`src/rtl/cam_capture.sv`:
```
// OV7670-style camera capture: byte pairs -> RGB565 -> RGB444 frame-buffer writes.
// Optional CAM_DECIMATE_EN keeps only even-column/even-line pixels (quarter resolution).
module cam_capture #(
    parameter int HPIX = 640,
    parameter int VPIX = 480,
    parameter int AW   = 19
) (
    input  logic          pixel_clk,
    input  logic          rst,
    input  logic          cam_vsync,
    input  logic          cam_href,
    input  logic [7:0]    cam_data,
    input  logic          enable,
    output logic [AW-1:0] waddr_cam,
    output logic [11:0]   wdata,
    output logic          we,
    output logic          frame_done,
    output logic          frame_err,
    output logic          overflow
);

`ifdef CAM_DECIMATE_EN
    localparam int NPIX = HPIX * VPIX / 4;
`else
    localparam int NPIX = HPIX * VPIX;
`endif
    localparam int CW = AW + 2;
    localparam logic [AW:0]   LIMIT    = (AW+1)'(NPIX);
    localparam logic [CW-1:0] EXP_CNT  = CW'(NPIX);

    typedef enum logic [1:0] {IDLE, WAIT_START, CAPTURE} state_t;

    state_t        state;
    logic          vsync_s1, href_s1, vsync_d, href_d;
    logic [7:0]    data_s1;
    logic [6:0]    hi;        // {R[4:1], G[5:3]} of the pending pixel
    logic          phase;
    logic [AW:0]   addr;      // one extra bit so the end-of-buffer value is representable
    logic [CW-1:0] pix_cnt;
    logic          keep;
    logic          vs_rise, vs_fall, href_fall;
    logic [11:0]   rgb;

    assign vs_rise   = vsync_s1 & ~vsync_d;
    assign vs_fall   = ~vsync_s1 & vsync_d;
    assign href_fall = ~href_s1 & href_d;
    assign rgb       = {hi[6:3], hi[2:0], data_s1[7], data_s1[4:1]};
    assign waddr_cam = addr[AW-1:0];

`ifdef CAM_DECIMATE_EN
    logic col_odd, line_odd;
    assign keep = ~col_odd & ~line_odd;
`else
    assign keep = 1'b1;
`endif

    always_ff @(posedge pixel_clk or posedge rst) begin
        if (rst) begin
            state      <= IDLE;
            vsync_s1   <= 1'b0;
            href_s1    <= 1'b0;
            data_s1    <= '0;
            vsync_d    <= 1'b0;
            href_d     <= 1'b0;
            hi         <= '0;
            phase      <= 1'b0;
            addr       <= '0;
            pix_cnt    <= '0;
            wdata      <= '0;
            we         <= 1'b0;
            frame_done <= 1'b0;
            frame_err  <= 1'b0;
            overflow   <= 1'b0;
`ifdef CAM_DECIMATE_EN
            col_odd    <= 1'b0;
            line_odd   <= 1'b0;
`endif
        end else begin
            vsync_s1   <= cam_vsync;
            href_s1    <= cam_href;
            data_s1    <= cam_data;
            vsync_d    <= vsync_s1;
            href_d     <= href_s1;
            we         <= 1'b0;
            frame_done <= 1'b0;
            frame_err  <= 1'b0;
            // Address advances the cycle after a write, so waddr_cam is valid while we is high.
            if (we)
                addr <= addr + 1'b1;

            case (state)
                IDLE: begin
                    if (vs_rise)
                        state <= WAIT_START;
                end
                WAIT_START: begin
                    if (vs_fall && enable) begin
                        state    <= CAPTURE;
                        addr     <= '0;
                        pix_cnt  <= '0;
                        overflow <= 1'b0;
                        phase    <= 1'b0;
`ifdef CAM_DECIMATE_EN
                        col_odd  <= 1'b0;
                        line_odd <= 1'b0;
`endif
                    end
                end
                CAPTURE: begin
                    if (vs_rise) begin
                        frame_done <= 1'b1;
                        frame_err  <= (pix_cnt != EXP_CNT);
                        state      <= WAIT_START;
                    end else if (href_s1) begin
                        if (!phase) begin
                            hi    <= {data_s1[7:4], data_s1[2:0]};
                            phase <= 1'b1;
                        end else begin
                            phase <= 1'b0;
                            if (keep) begin
                                pix_cnt <= pix_cnt + 1'b1;
                                if (addr == LIMIT) begin
                                    overflow <= 1'b1;
                                end else begin
                                    we    <= 1'b1;
                                    wdata <= rgb;
                                end
                            end
`ifdef CAM_DECIMATE_EN
                            col_odd <= ~col_odd;
`endif
                        end
                    end else if (href_fall) begin
                        // A dangling high byte at line end is dropped here.
                        phase <= 1'b0;
`ifdef CAM_DECIMATE_EN
                        col_odd  <= 1'b0;
                        line_odd <= ~line_odd;
`endif
                    end
                end
                default: state <= IDLE;
            endcase
        end
    end

endmodule

```
`config.mk`:
```
export PLATFORM = sky130hd
export DESIGN_NAME = cam_capture
export DESIGN_NICKNAME = d
export VERILOG_FILES = /design/src/rtl/cam_capture.sv
export SDC_FILE = /design/constraint.sdc
export NUM_CORES = 1
export LEC_CHECK = 0
export ABC_AREA = 0
export ABC_CLOCK_PERIOD_IN_PS = 1950
export BUFFER_PORTS_ARGS = -buffer_cell sky130_fd_sc_hd__buf_2
export CAP_MARGIN = 20
export CORE_MARGIN = 3
export CORE_UTILIZATION = 52
export DETAILED_ROUTE_END_ITERATION = 7
export PLACE_DENSITY = 0.76
export SYNTH_ARGS = -nofsm -noshare
export SYNTH_HDL_FRONTEND = slang
export SYNTH_SLANG_ARGS = --single-unit
```
`constraint.sdc`:
```
create_clock -name pixel_clk -period 1.95 [get_ports pixel_clk]
set_input_delay 0 -clock pixel_clk [delete_from_list [all_inputs] [get_ports pixel_clk]]
set_output_delay 0 -clock pixel_clk [all_outputs]
set_load 0.005 [all_outputs]
```
==> metrics.txt <==
CTS tree=done; grt ovf=0; Synth area leader=dfrtp_1; RSZ-0062 raised after global routing=yes; vias in the first global route=2535; clk buf depth=2; total die area=0.00800 mm²; Worst-Margin Slew=0.370 ns; number of max-cap violations=0; drt drc=0; CP endpoint kind=register; YS warnings=0; IO Count=48; Crit path required time=2.18 ns; first-pass GRT wire length=11600 µm; syn avg cell area=11.1 µm²; GRT Total Usage=0.192; CTS Buf Count=9; PnR worst setup slack=-0.0711 ns; Worst slew margin=0.754; core area=0.00653 mm²; H-tree levels=3; syn_nets=344; Die Height=89.4 µm; worst-path fanout max=13; Final Wtd Congestion=0.814; fill count=523; sequential area share after synthesis=0.546; ys async rst share=1.00; final cell count without fillers=475; status=finished with violations; largest net degree at the start of global routing=42; Initial Util=0.554; crit share post-route=1.04; # port buffers=47; Max Slew Vio Count=0; number of synthesized flops with an enable pin=0; Placed Instances=446; Final Skew=0.00888 ns; Critical Path Source Type=register; Area contributors post-synth=dfrtp_1 (55%), mux2_2 (6.2%), xor2_1 (6.1%); kind of critical path=reg -> reg; initial antenna violation count=0; Die X=89.4 µm; final setup fails=12; clk sinks=79; data arrival time of the worst path=2.25 ns; layout cells sized above 1=0.299; row cnt=29; maximum VDD drop=726 µV; Tmin final=2.02 ns; Nets=410; fin area=0.00432 mm²; Yosys cell types=41; failing checks=negative setup slack; Syn-to-layout area delta=19.4%; #FFs+latches synth=79; area of the multi-input gates=0.00144 mm²; vias post-DR=2544; prevailing post-synth register cell=dfrtp_1; Max Clock Freq=495 MHz; Antenna Diode Count=0; Fin Setup TNS=-0.768 ns; reg-to-reg slack, setup=-0.07 ns; most frequent cell after synthesis=dfrtp_1; Final Hold Viols=0; P_leak=2.16 nW; Area after DPL=0.00397 mm²; root buf cell=clkbuf_8; Clock Latency Late Sink=0.35 ns; 1st-iter DRT viols=137; final core utilization=0.661; flip-flop and latch area=0.00198 mm²; share of the synthesized area in the top cell type=0.546; Hold Path Class=in -> async; Cells after Synth=327; first drt pass iteration count=4; wire per inst=14.4 µm; Detail Route Antenna Nets=0; Total Wirelength=6840 µm; commonest cells in the synthesized netlist=dfrtp_1 (79), nor2_1 (45), xor2_1 (25); vias per inst=5.36; synthesized area=0.00362 mm²; P per Cell Area=1100 mW/mm²; dpl hpwl=4780 µm; Min Hold Slack=0.189 ns; clk slew on worst S/H paths=0.08 ns
-- metal layers --
metal,vias to the layer above,part of all wire,track usage
met5,-,0,0
met4,0,0.014,0.0731
met3,10,0.050,0.0636
met2,50,0.49,0.302
met1,1245,0.45,0.247
li1,1239,-,-
-- cell usage in the layout (no fill, tap or decap), drive strengths merged --
master       Yosys  routed
and4             2       2
xnor2            8       8
and2b            1       1
inv              9       8
o22ai            1       1
a21oi            7       7
nor3             4       4
nand4           16      16
nor4b            3       3
mux2i            1       1
or3              7       7
mux2            20      20
bufinv           0       1
clkinv           0       4
nor4             7       7
a21o             1       1
o2111ai          3       3
nor2            45      45
nand3            9       9
nor3b            2       2
and3b            1       1
nor2b            2       2
dfrtp           79      79
nand2b           3       3
dlygate4sd3      0      12
o22a             1       1
buf             28      73
and2             2       2
clkbuf           2      10
and3             7       7
o211ai           2       2
ha               4       4
clkinvlp         0       2
xor2            25      25
a311oi           1       1
nand2           16      16
o21ai            8       8
-- path summary, 6_finish.rpt --
path | startpoint | endpoint | cells after the start
min in group pixel_clk | cam_data[3] | data_s1[3]$_DFF_PP0_ | 2
min reg2reg | vsync_s1$_DFF_PP0_ | vsync_d$_DFF_PP0_ | 0
max reg2reg | addr[4]$_DFF_PP0_ | wdata[10]$_DFFE_PP0P_ | 6
max | addr[4]$_DFF_PP0_ | wdata[10]$_DFFE_PP0P_ | 6
max in group asynchronous | rst | pix_cnt[19]$_DFFE_PP0P_ | 4
min | rst | addr[4]$_DFF_PP0_ | 3
-- flip-flops by register name, indices dropped and copies added (netlist names) --
name / cells
addr: 20
data_s1: 8
frame_done: 1
frame_err: 1
hi: 7
href_d: 1
href_s1: 1
overflow: 1
phase: 1
pix_cnt: 21
state: 2
vsync_d: 1
vsync_s1: 1
wdata: 12
we: 1
-- final cells by class --
class	instances	area share
inverter	9	0.00869
tap	77	0.0223
clock buffer	10	0.0295
clock inverter	6	0.0142
sequential	79	0.458
timing repair buffer	85	0.133
multi-input combinational	209	0.334
-- worst max-delay path, stage by stage (launching register included) --
cell	delay [ns]
dfrtp_1	0.40
nor4_1	0.37
nand2_1	0.15
nor4_4	0.31
nand2b_4	0.19
buf_12	0.14
mux2_2	0.33
-- where the power goes --
group	internal (W)	switching (W)	total, W	leakage [nW]
clock network	0.000587	0.000569	0.00116	0.0960
logic	0.000662	0.000560	0.00122	1.02
registers	0.00202	0.000348	0.00237	1.05
-- metrics by stage --
step / worst slack, ns / power (W)
after floorplan: 0.161 / 0.00316
after global placement: 0.0295 / 0.00350
after detailed placement: -0.0446 / 0.00356
after CTS: 0.0285 / 0.00475
after global routing: -0.118 / 0.00507
final: -0.0711 / 0.00475
-- what timing repair did --
action | 4_1_cts | 5_1_grt
setup buffers | 0 | 1
pin swaps | 0 | 2
setup endpoints to repair | 12 | 12
resized for setup | 2 | 3
hold buffers | 12 | 0
hold endpoints to repair | 65 | 0
-- logic make-up after synthesis --
logic type      after synthesis  share of synthesized area
buf+inv                      39                     0.0650
mux                          21                     0.0650
flops                        79                      0.546
fa+ha+maj                     4                     0.0138
simple gates                127                      0.188
compound gates               24                     0.0422
xor+xnor                     33                     0.0799
(Power assumes the default switching activity.)
